### src/rtl/uart_tx_scheduler_pkg.sv
// Shared types and constants for the UART TX scheduler slice.
package uart_tx_scheduler_pkg;

    localparam int unsigned DATA_W    = 32;
    localparam int unsigned BYTE_W    = 8;
    localparam int unsigned LEN_W     = 3;
    localparam int unsigned SHIFT_W   = 40;
    localparam int unsigned MAX_BYTES = 4;

    // Byte-sequencer states
    typedef enum logic [1:0] {
        ST_IDLE  = 2'd0,
        ST_LOAD  = 2'd1,
        ST_START = 2'd2,
        ST_DRAIN = 2'd3
    } sched_state_e;

    // Frame source ids, also the bit index into the req/grant vectors
    localparam logic SRC_CMD = 1'b0;
    localparam logic SRC_EVT = 1'b1;

    // Serial command opcodes
    localparam logic [BYTE_W-1:0] CMD_SCORE = 8'h07;

    // Frame offered by a source
    typedef struct packed {
        logic [DATA_W-1:0] data;
        logic [LEN_W-1:0]  len;
    } frame_t;

    // Payload lengths above four bytes are treated as four
    function automatic logic [LEN_W-1:0] clamp_len(input logic [LEN_W-1:0] len);
        return (len > LEN_W'(MAX_BYTES)) ? LEN_W'(MAX_BYTES) : len;
    endfunction

endpackage

### src/rtl/uart_tx_scheduler_rr_arb2.sv
// Two-way round-robin arbiter; a tie goes to the source that did not win last.
module rr_arb2
    import uart_tx_scheduler_pkg::*;
(
    input  logic       clk,
    input  logic       reset,
    input  logic [1:0] req,
    input  logic       grant_en,
    output logic [1:0] grant_c,
    output logic       grant_id_c
);

    logic last_grant;

    // Pick the winner from the current requests and the previous winner
    always_comb begin
        grant_c    = 2'b00;
        grant_id_c = SRC_CMD;
        unique case (req)
            2'b01:   grant_id_c = SRC_CMD;
            2'b10:   grant_id_c = SRC_EVT;
            2'b11:   grant_id_c = ~last_grant;
            default: grant_id_c = SRC_CMD;
        endcase
        if (req != 2'b00) begin
            grant_c = (grant_id_c == SRC_EVT) ? 2'b10 : 2'b01;
        end
    end

    // Remember the last winner; after reset the command path wins the first tie
    always_ff @(posedge clk) begin
        if (reset) begin
            last_grant <= SRC_EVT;
        end else if (grant_en && (req != 2'b00)) begin
            last_grant <= grant_id_c;
        end
    end

endmodule

### src/rtl/uart_tx_scheduler.sv
// Shares one uart_tx between the command-reply and event frame sources.
module uart_tx_scheduler
    import uart_tx_scheduler_pkg::*;
#(
    parameter int unsigned BUSY_TIMEOUT = 8,
    parameter bit          EVT_TAG_EN   = 1'b1,
    parameter logic [7:0]  EVT_TAG      = 8'hE0
) (
    input  logic              clk,
    input  logic              reset,
    input  logic              cmd_valid,
    input  logic [DATA_W-1:0] cmd_data,
    input  logic [LEN_W-1:0]  cmd_len,
    output logic              cmd_ack,
    input  logic              evt_valid,
    input  logic [DATA_W-1:0] evt_data,
    input  logic [LEN_W-1:0]  evt_len,
    output logic              evt_ack,
    output logic              tx_start,
    output logic [BYTE_W-1:0] tx_data,
    input  logic              tx_ready,
    output logic              busy,
    output logic              timeout_err
);

    localparam int unsigned CNT_W = $clog2(BUSY_TIMEOUT + 1);

    sched_state_e       state_q, state_d;
    logic [SHIFT_W-1:0] shift_q, shift_d;
    logic [LEN_W-1:0]   bytes_left_q, bytes_left_d;
    logic [CNT_W-1:0]   cnt_q, cnt_d;
    logic               last_ready_q;

    logic               cmd_ack_d, evt_ack_d, tx_start_d, busy_d, timeout_err_d;
    logic [BYTE_W-1:0]  tx_data_d;

    logic [1:0]         req_c, grant_c;
    logic               grant_id_c, grant_en_c;
    frame_t             sel_c;
    logic               tag_c;
    logic [LEN_W-1:0]   nbytes_c;

    // A source is not re-accepted in the cycle its ack is showing
    assign req_c      = {evt_valid & ~evt_ack, cmd_valid & ~cmd_ack};
    assign grant_en_c = (state_q == ST_IDLE);

    rr_arb2 u_arb (
        .clk        (clk),
        .reset      (reset),
        .req        (req_c),
        .grant_en   (grant_en_c),
        .grant_c    (grant_c),
        .grant_id_c (grant_id_c)
    );

    // Next-state and next-output logic for the byte sequencer
    always_comb begin
        state_d       = state_q;
        shift_d       = shift_q;
        bytes_left_d  = bytes_left_q;
        cnt_d         = cnt_q;
        cmd_ack_d     = 1'b0;
        evt_ack_d     = 1'b0;
        tx_start_d    = tx_start;
        tx_data_d     = tx_data;
        busy_d        = busy;
        timeout_err_d = timeout_err;
        sel_c         = '0;
        tag_c         = 1'b0;
        nbytes_c      = '0;

        unique case (state_q)
            ST_IDLE: begin
                if (grant_c != 2'b00) begin
                    if (grant_id_c == SRC_EVT) begin
                        sel_c = '{data: evt_data, len: clamp_len(evt_len)};
                        tag_c = EVT_TAG_EN;
                    end else begin
                        sel_c = '{data: cmd_data, len: clamp_len(cmd_len)};
                    end
                    cmd_ack_d    = grant_c[0];
                    evt_ack_d    = grant_c[1];
                    nbytes_c     = sel_c.len + LEN_W'(tag_c);
                    shift_d      = tag_c ? {EVT_TAG, sel_c.data} : {sel_c.data, 8'h00};
                    bytes_left_d = nbytes_c;
                    // An empty frame is acknowledged without touching uart_tx
                    if (nbytes_c != '0) begin
                        busy_d  = 1'b1;
                        state_d = ST_LOAD;
                    end
                end
            end

            ST_LOAD: begin
                if (tx_ready) begin
                    tx_data_d  = shift_q[SHIFT_W-1 -: BYTE_W];
                    tx_start_d = 1'b1;
                    cnt_d      = '0;
                    state_d    = ST_START;
                end
            end

            ST_START: begin
                cnt_d = cnt_q + CNT_W'(1);
                if (!tx_ready && last_ready_q) begin
                    tx_start_d   = 1'b0;
                    shift_d      = {shift_q[SHIFT_W-BYTE_W-1:0], 8'h00};
                    bytes_left_d = bytes_left_q - LEN_W'(1);
                    state_d      = ST_DRAIN;
                end else if (cnt_d == CNT_W'(BUSY_TIMEOUT)) begin
                    // uart_tx never took the byte: abandon the rest of the frame
                    tx_start_d    = 1'b0;
                    timeout_err_d = 1'b1;
                    busy_d        = 1'b0;
                    bytes_left_d  = '0;
                    shift_d       = '0;
                    state_d       = ST_IDLE;
                end
            end

            ST_DRAIN: begin
                if (tx_ready) begin
                    if (bytes_left_q == '0) begin
                        busy_d  = 1'b0;
                        state_d = ST_IDLE;
                    end else begin
                        state_d = ST_LOAD;
                    end
                end
            end

            default: state_d = ST_IDLE;
        endcase
    end

    // State, datapath and output registers
    always_ff @(posedge clk) begin
        if (reset) begin
            state_q      <= ST_IDLE;
            shift_q      <= '0;
            bytes_left_q <= '0;
            cnt_q        <= '0;
            last_ready_q <= 1'b0;
            cmd_ack      <= 1'b0;
            evt_ack      <= 1'b0;
            tx_start     <= 1'b0;
            tx_data      <= '0;
            busy         <= 1'b0;
            timeout_err  <= 1'b0;
        end else begin
            state_q      <= state_d;
            shift_q      <= shift_d;
            bytes_left_q <= bytes_left_d;
            cnt_q        <= cnt_d;
            last_ready_q <= tx_ready;
            cmd_ack      <= cmd_ack_d;
            evt_ack      <= evt_ack_d;
            tx_start     <= tx_start_d;
            tx_data      <= tx_data_d;
            busy         <= busy_d;
            timeout_err  <= timeout_err_d;
        end
    end

endmodule

### config.mk
export PLATFORM = sky130hd
export DESIGN_NAME = uart_tx_scheduler
export DESIGN_NICKNAME = d
export VERILOG_FILES = /design/src/rtl/uart_tx_scheduler_pkg.sv /design/src/rtl/uart_tx_scheduler_rr_arb2.sv /design/src/rtl/uart_tx_scheduler.sv
export SDC_FILE = /design/constraint.sdc
export NUM_CORES = 1
export LEC_CHECK = 0
export ABC_AREA = 1
export ABC_CLOCK_PERIOD_IN_PS = 4400
export BUFFER_PORTS_ARGS = -buffer_cell sky130_fd_sc_hd__buf_2
export CORE_ASPECT_RATIO = 0.9
export CORE_MARGIN = 2
export CORE_UTILIZATION = 35
export DETAILED_ROUTE_END_ITERATION = 16
export GPL_TIMING_DRIVEN = 0
export SETUP_SLACK_MARGIN = 0.5
export SYNTH_ARGS = -nofsm -noshare
export SYNTH_HDL_FRONTEND = slang
export SYNTH_HIERARCHICAL = 1
export SYNTH_SLANG_ARGS = --single-unit
### constraint.sdc
create_clock -name clk -period 4.4 [get_ports clk]
set_clock_uncertainty 0.15 [all_clocks]
set_input_delay 0.88 -clock clk [delete_from_list [all_inputs] [get_ports clk]]
set_output_delay 0.88 -clock clk [all_outputs]
set_load 0.01 [all_outputs]
==> flow_metrics.tcl <==
set metrics [dict create \
    final_cell_mix "nand2_1, a21oi_1, buf_2" \
    placed_area_um2 4080 \
    first_global_vias 3389 \
    final_cells 752 \
    grt_overflow_total 0 \
    power_mw 2.64 \
    cts_buffer_depth 2 \
    hold_viol 0 \
    r2r_setup_slack_ns 1.35 \
    worst_pin_slew_ns 0.609 \
    post-synth-top-area-cell "dfxtp_1" \
    antennaDiodeCount 0 \
    pin_count 88 \
    synth_cell_types 29 \
    grt_max_degree 12 \
    final_max_slew_viol_count 0 \
    fin_nets 701 \
    grt_setup_unrepaired "false" \
    clkSlewWorstSetupHoldPaths_ns 0.07 \
    synth_warnings 6 \
    finalSetupTns_ns 0 \
    hold_path_class "flip-flop to flip-flop" \
    post-route-min-period_ns 3.35 \
    final_common_cell "nand2_1" \
    cts.repair.resized 0 \
    path_cells "buf_2 -> inv_1 -> nor2_1 -> nand2_1 -> and2_4 -> inv_1 -> clkbuf_1 -> nand3_1 -> nand2_1 -> ha_1 -> ha_1 -> or2_2 -> nor2_1 -> nand3_1 -> nand3_1 -> nand2_1 -> inv_1 -> nor2_1" \
    rows 34 \
    ys_top_cells_by_area "dfxtp_1, a21oi_1, nand2_1" \
    slowest_stage "clkbuf_1" \
    setup_viol 0 \
    drive_gt1_share_pct 23.2 \
    cp.arrival_ns 3.45 \
    timing.fmax_mhz 298 \
    crit_fanout 10 \
    syn_nets 603 \
    slew_headroom_pct 59.4 \
    outcome "complete, no violations" \
    initial_core_util_pct 36.0 \
    core_um2 9700 \
    worstSetupPathType "input port to flip-flop" \
    cts_setup_buffers 0 \
    clock_latency_ns 0.35 \
    die_x_um 109 \
    crit_buf_inv 5 \
    peakVddDrop_v 0.000213 \
    numPortBuffers 87 \
    antenna_found_initial 0 \
    cts_made_buffers 9 \
    synth_top_area_share_pct 36.7 \
    hold_buffers 0 \
    dieArea_um2 10800 \
    slowest_delay_ns 0.47 \
    synth_seq_area_share_pct 36.7 \
    netlist_area_um2 3490 \
    drtPass1Iterations 5 \
    critPathCaptureType "flip-flop" \
    dp_hpwl_um 7670 \
    grt_util_all_layers_pct 19.4 \
    synthCells 523 \
    vias_per_cell 4.97 \
    drv_cap 0 \
    cp-start-kind "input port" \
    ys_ff_latch 64 \
    worst_path_dominant_cell_family "simple AND/OR/NAND/NOR gates" \
    fillCellCount 1044 \
    clock-sinks 64 \
    root_buffer "clkbuf_8" \
    drt_iter0_drc 174 \
    crit_required_ns 4.50 \
    num_vias 3735 \
    timing.hold.ws_ns 0.295 \
    gp_congestion 0.802 \
    p_per_area_nw_per_um2 617 \
    period_share_pct 76.2 \
    final_cell_area_um2 4280 \
    cts_max_level 3 \
    dp.cells 736 \
    grt_pass1_wl_um 16300 \
    finalWirelength_um 10000 \
    area_growth_pct 22.7 \
    p_leak_nw 2.02 \
    avgSynthCellArea_um2 6.67 \
    cts_tree "yes" \
    routedWlPerCell_um 13.3 \
    ant_nets 0 \
    dieHeight_um 98.7 \
    remaining_drc_errors 0 \
]
==> stage by stage <==
stage / util (%) / worst slack, ns
2_1_floorplan: - / 1.28
6_report: 44.1 / 1.05
3_5_place_dp: 42.1 / 0.670
5_1_grt: 44.1 / 0.701
3_3_place_gp: 42.1 / 0.710
4_1_cts: 44.1 / 1.03
==> registers in the layout, indices dropped and copies added, names as in the netlist <==
register and flops:
shift_q 40, evt_ack 1, state_q 2, u_arb/last_grant 1
cmd_ack 1, cnt_q 4, timeout_err 1, bytes_left_q 3
tx_start 1, tx_data 8, busy 1, last_ready_q 1
==> worst paths after layout <==
path,endpoint,cells past startpoint,from
worst max-delay path,busy,18,cmd_valid
worst max register to register,busy,16,cmd_ack
worst min register to register,tx_data[4],2,tx_data[4]
worst min-delay path,tx_data[4],2,tx_data[4]
==> routing by layer <==
metal | share of wire, % | wire length (um) | global-route usage, % | vias up
met3 | 6.9 | 694 | 5.09 | 10
li1 | - | - | - | 1929
met1 | 48 | 4770 | 26.4 | 1681
met4 | 1.2 | 125 | 5.16 | 0
met2 | 44 | 4410 | 30.3 | 115
met5 | 0 | 0 | 0 | -
==> logic make-up (layout without fill, tap and decap cells) <==
| group | Yosys count | after routing | synth area share, % |
|---|---|---|---|
| simple gates | 252 | 252 | 32.4 |
| buf+inv | 70 | 173 | 9.93 |
| xor+xnor | 1 | 1 | 0.251 |
| fa+ha+maj | 5 | 5 | 1.79 |
| flops | 64 | 64 | 36.7 |
| compound gates | 131 | 131 | 18.9 |
==> where the power goes <==
group / total, mW / internal [mW] / switching, mW
Combinational: 1.27 / 0.495 / 0.773
Clock: 0.523 / 0.276 / 0.246
Sequential: 0.852 / 0.757 / 0.0955
Total: 2.64 / 1.53 / 1.11
==> synthesized netlist by cell type (all sizes together) <==
library cell	count
ha	5
and2	2
nand2	139
xnor2	1
a22oi	2
clkbuf	7
nand4	12
nor2	46
or2	1
inv	34
buf	29
nand3b	1
and3	1
nand3	50
o21ai	22
dfxtp	64
a21oi	107
==> area by class of cell <==
class	count	area, um^2	share of cell area, %
clock inverters	5	56.3	1.32
multi-input cells	389	1860	43.5
repair buffers	87	435	10.2
plain buffers	36	216	5.06
inverters	34	130	3.04
well taps	126	158	3.68
clock buffers	11	141	3.30
flip-flops and latches	64	1280	29.9
==> worst min-delay path, stage by stage, from the launching register on <==
cell and delay [ns]:
dfxtp_1 0.31, inv_1 0.05, a21oi_1 0.05
(Power assumes the default switching activity.)
